### src/rtl/fifo_rd_stream_if.sv
// Bundle of signals between fifo_rd_stream, its upstream FIFO read port and its downstream stream.
// The master modport is the streamer's view; the slave modport is the view of whatever surrounds it.
interface fifo_rd_stream_if #(
  parameter int DATA_WIDTH = 8
);
  // Handshake semantics:
  //   upstream:   a word is popped on every rising edge where fifo_ren=1.
  //               fifo_ren is never asserted while fifo_empty=1.
  //   downstream: a beat transfers on every rising edge where m_valid && m_ready.
  //               Once m_valid is raised, it stays high with m_data and m_last stable until that edge.
  logic                  fifo_empty;
  logic [DATA_WIDTH-1:0] fifo_rdata;
  logic                  fifo_ren;
  logic                  flush;
  logic                  m_valid;
  logic                  m_ready;
  logic [DATA_WIDTH-1:0] m_data;
  logic                  m_last;
  logic [1:0]            occ;

  modport master (
    input  fifo_empty, fifo_rdata, flush, m_ready,
    output fifo_ren, m_valid, m_data, m_last, occ
  );

  modport slave (
    output fifo_empty, fifo_rdata, flush, m_ready,
    input  fifo_ren, m_valid, m_data, m_last, occ
  );
endinterface

### src/rtl/fifo_rd_stream.sv
// Pops an upstream FIFO into a 2-entry registered skid buffer and presents it as a valid/ready
// stream, tagging the final beat of every BURST_LEN-beat burst with m_last.
module fifo_rd_stream #(
  parameter int DATA_WIDTH = 8,
  parameter int BURST_LEN  = 4
) (
  input  logic             clk,
  input  logic             rst,
  fifo_rd_stream_if.master bus
);
  localparam int            BW       = (BURST_LEN > 1) ? $clog2(BURST_LEN) : 1;
  localparam logic [BW-1:0] BEAT_MAX = BW'(BURST_LEN - 1);

  logic [DATA_WIDTH-1:0] ent0_q, ent0_d;
  logic [DATA_WIDTH-1:0] ent1_q, ent1_d;
  logic [1:0]            occ_q, occ_d;
  logic [BW-1:0]         beat_q, beat_d;
  logic                  valid_q, valid_d;
  logic                  last_q, last_d;
  logic                  push;
  logic                  pop;

  // Refill decision looks only at local occupancy, so m_ready never reaches fifo_ren.
  assign push         = !bus.fifo_empty && (occ_q != 2'd2) && !bus.flush && !rst;
  assign pop          = valid_q && bus.m_ready;
  assign bus.fifo_ren = push;

  always_comb begin
    ent0_d = ent0_q;
    ent1_d = ent1_q;
    occ_d  = occ_q;
    beat_d = beat_q;
    if (bus.flush) begin
      occ_d  = 2'd0;
      beat_d = '0;
    end else begin
      if (pop) begin
        beat_d = (beat_q == BEAT_MAX) ? '0 : beat_q + BW'(1);
      end
      // ent0 is always the head; ent1 only holds a word while occ is 2.
      unique case ({push, pop})
        2'b10: begin
          if (occ_q == 2'd0) ent0_d = bus.fifo_rdata;
          else               ent1_d = bus.fifo_rdata;
          occ_d = occ_q + 2'd1;
        end
        2'b01: begin
          ent0_d = ent1_q;
          occ_d  = occ_q - 2'd1;
        end
        2'b11: begin
          if (occ_q == 2'd2) begin
            ent0_d = ent1_q;
            ent1_d = bus.fifo_rdata;
          end else begin
            ent0_d = bus.fifo_rdata;
          end
        end
        default: ;
      endcase
    end
    valid_d = (occ_d != 2'd0);
    last_d  = valid_d && (beat_d == BEAT_MAX);
  end

  always_ff @(posedge clk or posedge rst) begin
    if (rst) begin
      ent0_q  <= '0;
      ent1_q  <= '0;
      occ_q   <= 2'd0;
      beat_q  <= '0;
      valid_q <= 1'b0;
      last_q  <= 1'b0;
    end else begin
      ent0_q  <= ent0_d;
      ent1_q  <= ent1_d;
      occ_q   <= occ_d;
      beat_q  <= beat_d;
      valid_q <= valid_d;
      last_q  <= last_d;
    end
  end

  assign bus.m_valid = valid_q;
  assign bus.m_last  = last_q;
  assign bus.m_data  = ent0_q;
  assign bus.occ     = occ_q;
endmodule

### src/flat_wrapper.sv
// flat-port wrapper written by rule: the top's interface ports become plain ports
module fifo_rd_stream_flat 
#(
  parameter int DATA_WIDTH = 8,
  parameter int BURST_LEN  = 4
)
  (clk, rst, bus_fifo_empty, bus_fifo_rdata, bus_flush, bus_m_ready, bus_fifo_ren, bus_m_valid, bus_m_data, bus_m_last, bus_occ);
  fifo_rd_stream_if #(.DATA_WIDTH(DATA_WIDTH)) bus_i ();
  input  logic clk;
  input  logic rst;
  input wire logic [$bits(bus_i.fifo_empty)-1:0] bus_fifo_empty;
  input wire logic [$bits(bus_i.fifo_rdata)-1:0] bus_fifo_rdata;
  input wire logic [$bits(bus_i.flush)-1:0] bus_flush;
  input wire logic [$bits(bus_i.m_ready)-1:0] bus_m_ready;
  output wire logic [$bits(bus_i.fifo_ren)-1:0] bus_fifo_ren;
  output wire logic [$bits(bus_i.m_valid)-1:0] bus_m_valid;
  output wire logic [$bits(bus_i.m_data)-1:0] bus_m_data;
  output wire logic [$bits(bus_i.m_last)-1:0] bus_m_last;
  output wire logic [$bits(bus_i.occ)-1:0] bus_occ;
  assign bus_i.fifo_empty = bus_fifo_empty;
  assign bus_i.fifo_rdata = bus_fifo_rdata;
  assign bus_i.flush = bus_flush;
  assign bus_i.m_ready = bus_m_ready;
  assign bus_fifo_ren = bus_i.fifo_ren;
  assign bus_m_valid = bus_i.m_valid;
  assign bus_m_data = bus_i.m_data;
  assign bus_m_last = bus_i.m_last;
  assign bus_occ = bus_i.occ;
  fifo_rd_stream #(.DATA_WIDTH(DATA_WIDTH), .BURST_LEN(BURST_LEN)) u_core (.clk(clk), .rst(rst), .bus(bus_i));
endmodule
### config.mk
export PLATFORM = sky130hd
export DESIGN_NAME = fifo_rd_stream_flat
export DESIGN_NICKNAME = d
export VERILOG_FILES = /design/src/rtl/fifo_rd_stream_if.sv /design/src/rtl/fifo_rd_stream.sv /design/src/flat_wrapper.sv
export SDC_FILE = /design/constraint.sdc
export NUM_CORES = 1
export LEC_CHECK = 0
export ABC_AREA = 1
export CORE_ASPECT_RATIO = 1.75
export CORE_MARGIN = 5
export CORE_UTILIZATION = 41
export DETAILED_ROUTE_END_ITERATION = 8
export GPL_TIMING_DRIVEN = 0
export PLACE_DENSITY = 0.69
export SKIP_LAST_GASP = 1
export SLEW_MARGIN = 5
export SYNTH_ARGS = -nofsm -noshare
export SYNTH_HDL_FRONTEND = slang
export SYNTH_SLANG_ARGS = --single-unit
export TNS_END_PERCENT = 50
### constraint.sdc
create_clock -name clk -period 1.7 [get_ports clk]
set_clock_uncertainty 0.2 [all_clocks]
set_input_delay 0.17 -clock clk [delete_from_list [all_inputs] [get_ports clk]]
set_output_delay 0.17 -clock clk [all_outputs]
set_load 0.1 [all_outputs]
==> metrics.cfg <==
[status]
status=finished with violations
violations=setup timing

[grt]
grt_pass1_wl_um=4940
gr-usage-met1_pct=15.59
grt.met3_usage_pct=2.873
grt_overflow=0
busiest_layer=met2
grt_pass1_vias=1136
grt_antenna_before_repair=0
grt_max_degree=23
use_met2_pct=31.27
grt_util_all_layers_pct=15.77

[place]
placed_area_sq_um=1554
gp_congestion=0.7670
post-place-ws_ns=-0.8271
hpwl_um=2158
dp.cells=214
portBuffers=25

[timing]
rsz0062_at_grt=yes
period_needed_ns=1.839
setup_ws_ns=-0.1386
slew_headroom_pct=43.62
drv_slew=0
setup_viol_count_final=22
max_freq_mhz=543.9
period_share_pct=108.2
worstMarginPinSlew_ns=0.8448
whs_ns=0.2310
finalHoldViolations=0

[setup_path]
cp_num_buf_inv=1
slowest_delay_ns=0.49
critical_path_arrival_ns=1.80
slowest_stage=dfrtp_4
path_cells=nand2_4 -> nand2_4 -> nor2_4 -> ha_2 -> o21ai_4 -> nand2_2 -> nand3_4 -> buf_12 -> nand2_2 -> o21ai_2
crit_fanout=10
cp_top_family=simple AND/OR/NAND/NOR gates
crit_required_ns=1.66
crit_path_end_kind=flip-flop
cp-start-kind=flip-flop
crit_type=reg -> reg

[flow_run]
cap_violations=0

[cts]
cts.root.buffer_cell=clkbuf_8
cts_tree=built
numCtsBuffers=3
clk_latency_ns=0.27
clkTransAtPathRegs_ns=0.08
clockBufferDepth=2
htreeDepth=1
clock_sinks=22

[power]
worst_ir_drop_vdd_v=0.001041
p_leak_nw=0.8825
powerDensity_nw_per_um2=1455

[routing]
route.detailed.drc=0
drtIter0Drc=27
vias=1084
vias_per_cell=4.818
ant_nets=0
dr.pass1.iters=4
wl_per_cell_um=13.53
drt-total-wl_um=3044

[synth]
avgSynthCellArea_sq_um=7.600
synth_seq_cells=22
synth_nets=179
syn-instance-count=161
ys_seq_area_share_pct=44.99
synth_warnings=0
netlist_area_sq_um=1224
ys_types=16

[cells_and_area]
final_nets=216
utilization_pct=60.72
syn_to_final_growth_pct=43.66
diodes=0
stdcell_count=225
stdcell_area_sq_um=1758
drive_above_1_share_pct=35.03

[floorplan]
num_rows=26
ios=26
dieArea_sq_um=4220
die_width_um=51.30
fp.dieH_um=82.27
core_sq_um=2895
start_util_pct=42.26

[worst_hold_path]
hp-class=in -> async

metal layers:
metal / vias to the layer above / routed length, um
li1: 554 / -
met1: 502 / 1162
met2: 23 / 1708
met3: 5 / 127
met4: 0 / 44
met5: - / 0
state kept, by name (all words and copies together) (netlist names):
| register | flops |
|---|---|
| u_core.bus.m_data | 8 |
| u_core.ent1_q | 8 |
| u_core.beat_q | 2 |
| u_core.bus.occ | 2 |
| u_core.bus.m_last | 1 |
| u_core.bus.m_valid | 1 |
worst reg2reg max path, stage by stage, from the launching register on:
cell and delay, ns:
dfrtp_4 0.49, nand2_4 0.08, nand2_4 0.05, nor2_4 0.13
ha_2 0.21, o21ai_4 0.08, nand2_2 0.08, nand3_4 0.12
buf_12 0.19, nand2_2 0.06, o21ai_2 0.05
path summary, 6_finish.rpt:
path                                      startpoint                   end  slack (ns)  depth (start not counted)
worst max-delay path               u_core.bus.occ[1]      u_core.ent1_q[4]       -0.14                         10
worst min-delay path                             rst  u_core.bus.m_data[2]        0.23                          2
worst max register to register     u_core.bus.occ[1]      u_core.ent1_q[4]       -0.14                         10
worst min register to register  u_core.bus.m_data[1]  u_core.bus.m_data[1]        0.29                          2
max in group asynchronous                        rst     u_core.bus.occ[0]        0.45                          2
min in group clk                   bus_fifo_rdata[7]      u_core.ent1_q[7]        0.26                          3
cell type report:
type | count | area (sq um)
buffer | 2 | 27.53
clock inverter | 1 | 30.03
sequential | 22 | 558.0
tap | 28 | 35.03
multi-input combinational | 110 | 645.6
timing repair buffer | 31 | 305.3
inverter | 28 | 115.1
clock buffer | 3 | 41.29
fill | 263 | 1137
logic make-up after synthesis:
family          count (synthesis)  synth area share, %
compound gates                 13                8.077
fa+ha+maj                       5                5.112
buf+inv                        30                10.84
flops                          22                44.99
simple gates                   91                30.98
cells in the final DEF (no fill, tap or decap):
cell | synthesis | final
inv_4 | 0 | 4
nand3_2 | 0 | 3
o21ai_0 | 2 | 2
ha_1 | 5 | 1
clkbuf_8 | 0 | 3
nand2_4 | 0 | 3
bufinv_16 | 0 | 1
nand2_2 | 7 | 10
clkdlybuf4s50_1 | 0 | 12
nand4_1 | 1 | 1
o21ai_4 | 0 | 2
o21ai_2 | 9 | 8
ha_2 | 0 | 3
nand3_4 | 1 | 1
nor2_4 | 0 | 2
inv_2 | 3 | 4
dfrtp_4 | 0 | 2
inv_1 | 25 | 20
buf_2 | 0 | 1
dfrtp_1 | 22 | 20
buf_12 | 1 | 1
ha_4 | 0 | 1
nand2_1 | 63 | 58
clkdlybuf4s15_2 | 0 | 12
nor2_1 | 16 | 13
a21oi_1 | 1 | 1
buf_4 | 1 | 7
nor2_2 | 0 | 1
per-stage QoR:
step / power [W] / setup TNS (ns)
global route: 0.002686 / -3.920
detailed placement: 0.002042 / -10.51
floorplan: 0.001743 / -14.93
CTS: 0.002547 / -2.240
finish: 0.002558 / -1.952
global placement: 0.002017 / -8.768
power by group:
group	switching, W	total (W)	internal, W
clock	0.000182	0.000497	0.000315
sequential	0.0000990	0.000800	0.000701
combinational	0.000931	0.00126	0.000330
synthesized netlist by cell type:
master,count,area (sq um)
ha_1,5,62.56
o21ai_1,1,5.000
nand2_1,63,236.5
dfrtp_1,22,550.5
buf_12,1,20.02
nor2_1,16,60.06
inv_2,3,11.26
nand3_4,1,17.52
o21ai_0,2,10.01
o21ai_2,9,78.83
buf_4,1,7.510
nand3_1,3,15.01
inv_1,25,93.84
nand4_1,1,6.260
nand2_2,7,43.79
a21oi_1,1,5.000
repair_timing:
item,in CTS,in global routing
buffers inserted,5,1
endpoints found under the setup margin,32,22
pin swaps,5,4
hold buffers,0,0
gates cloned,1,0
gates resized for setup,52,12
Power figures use the tool's default switching activity.
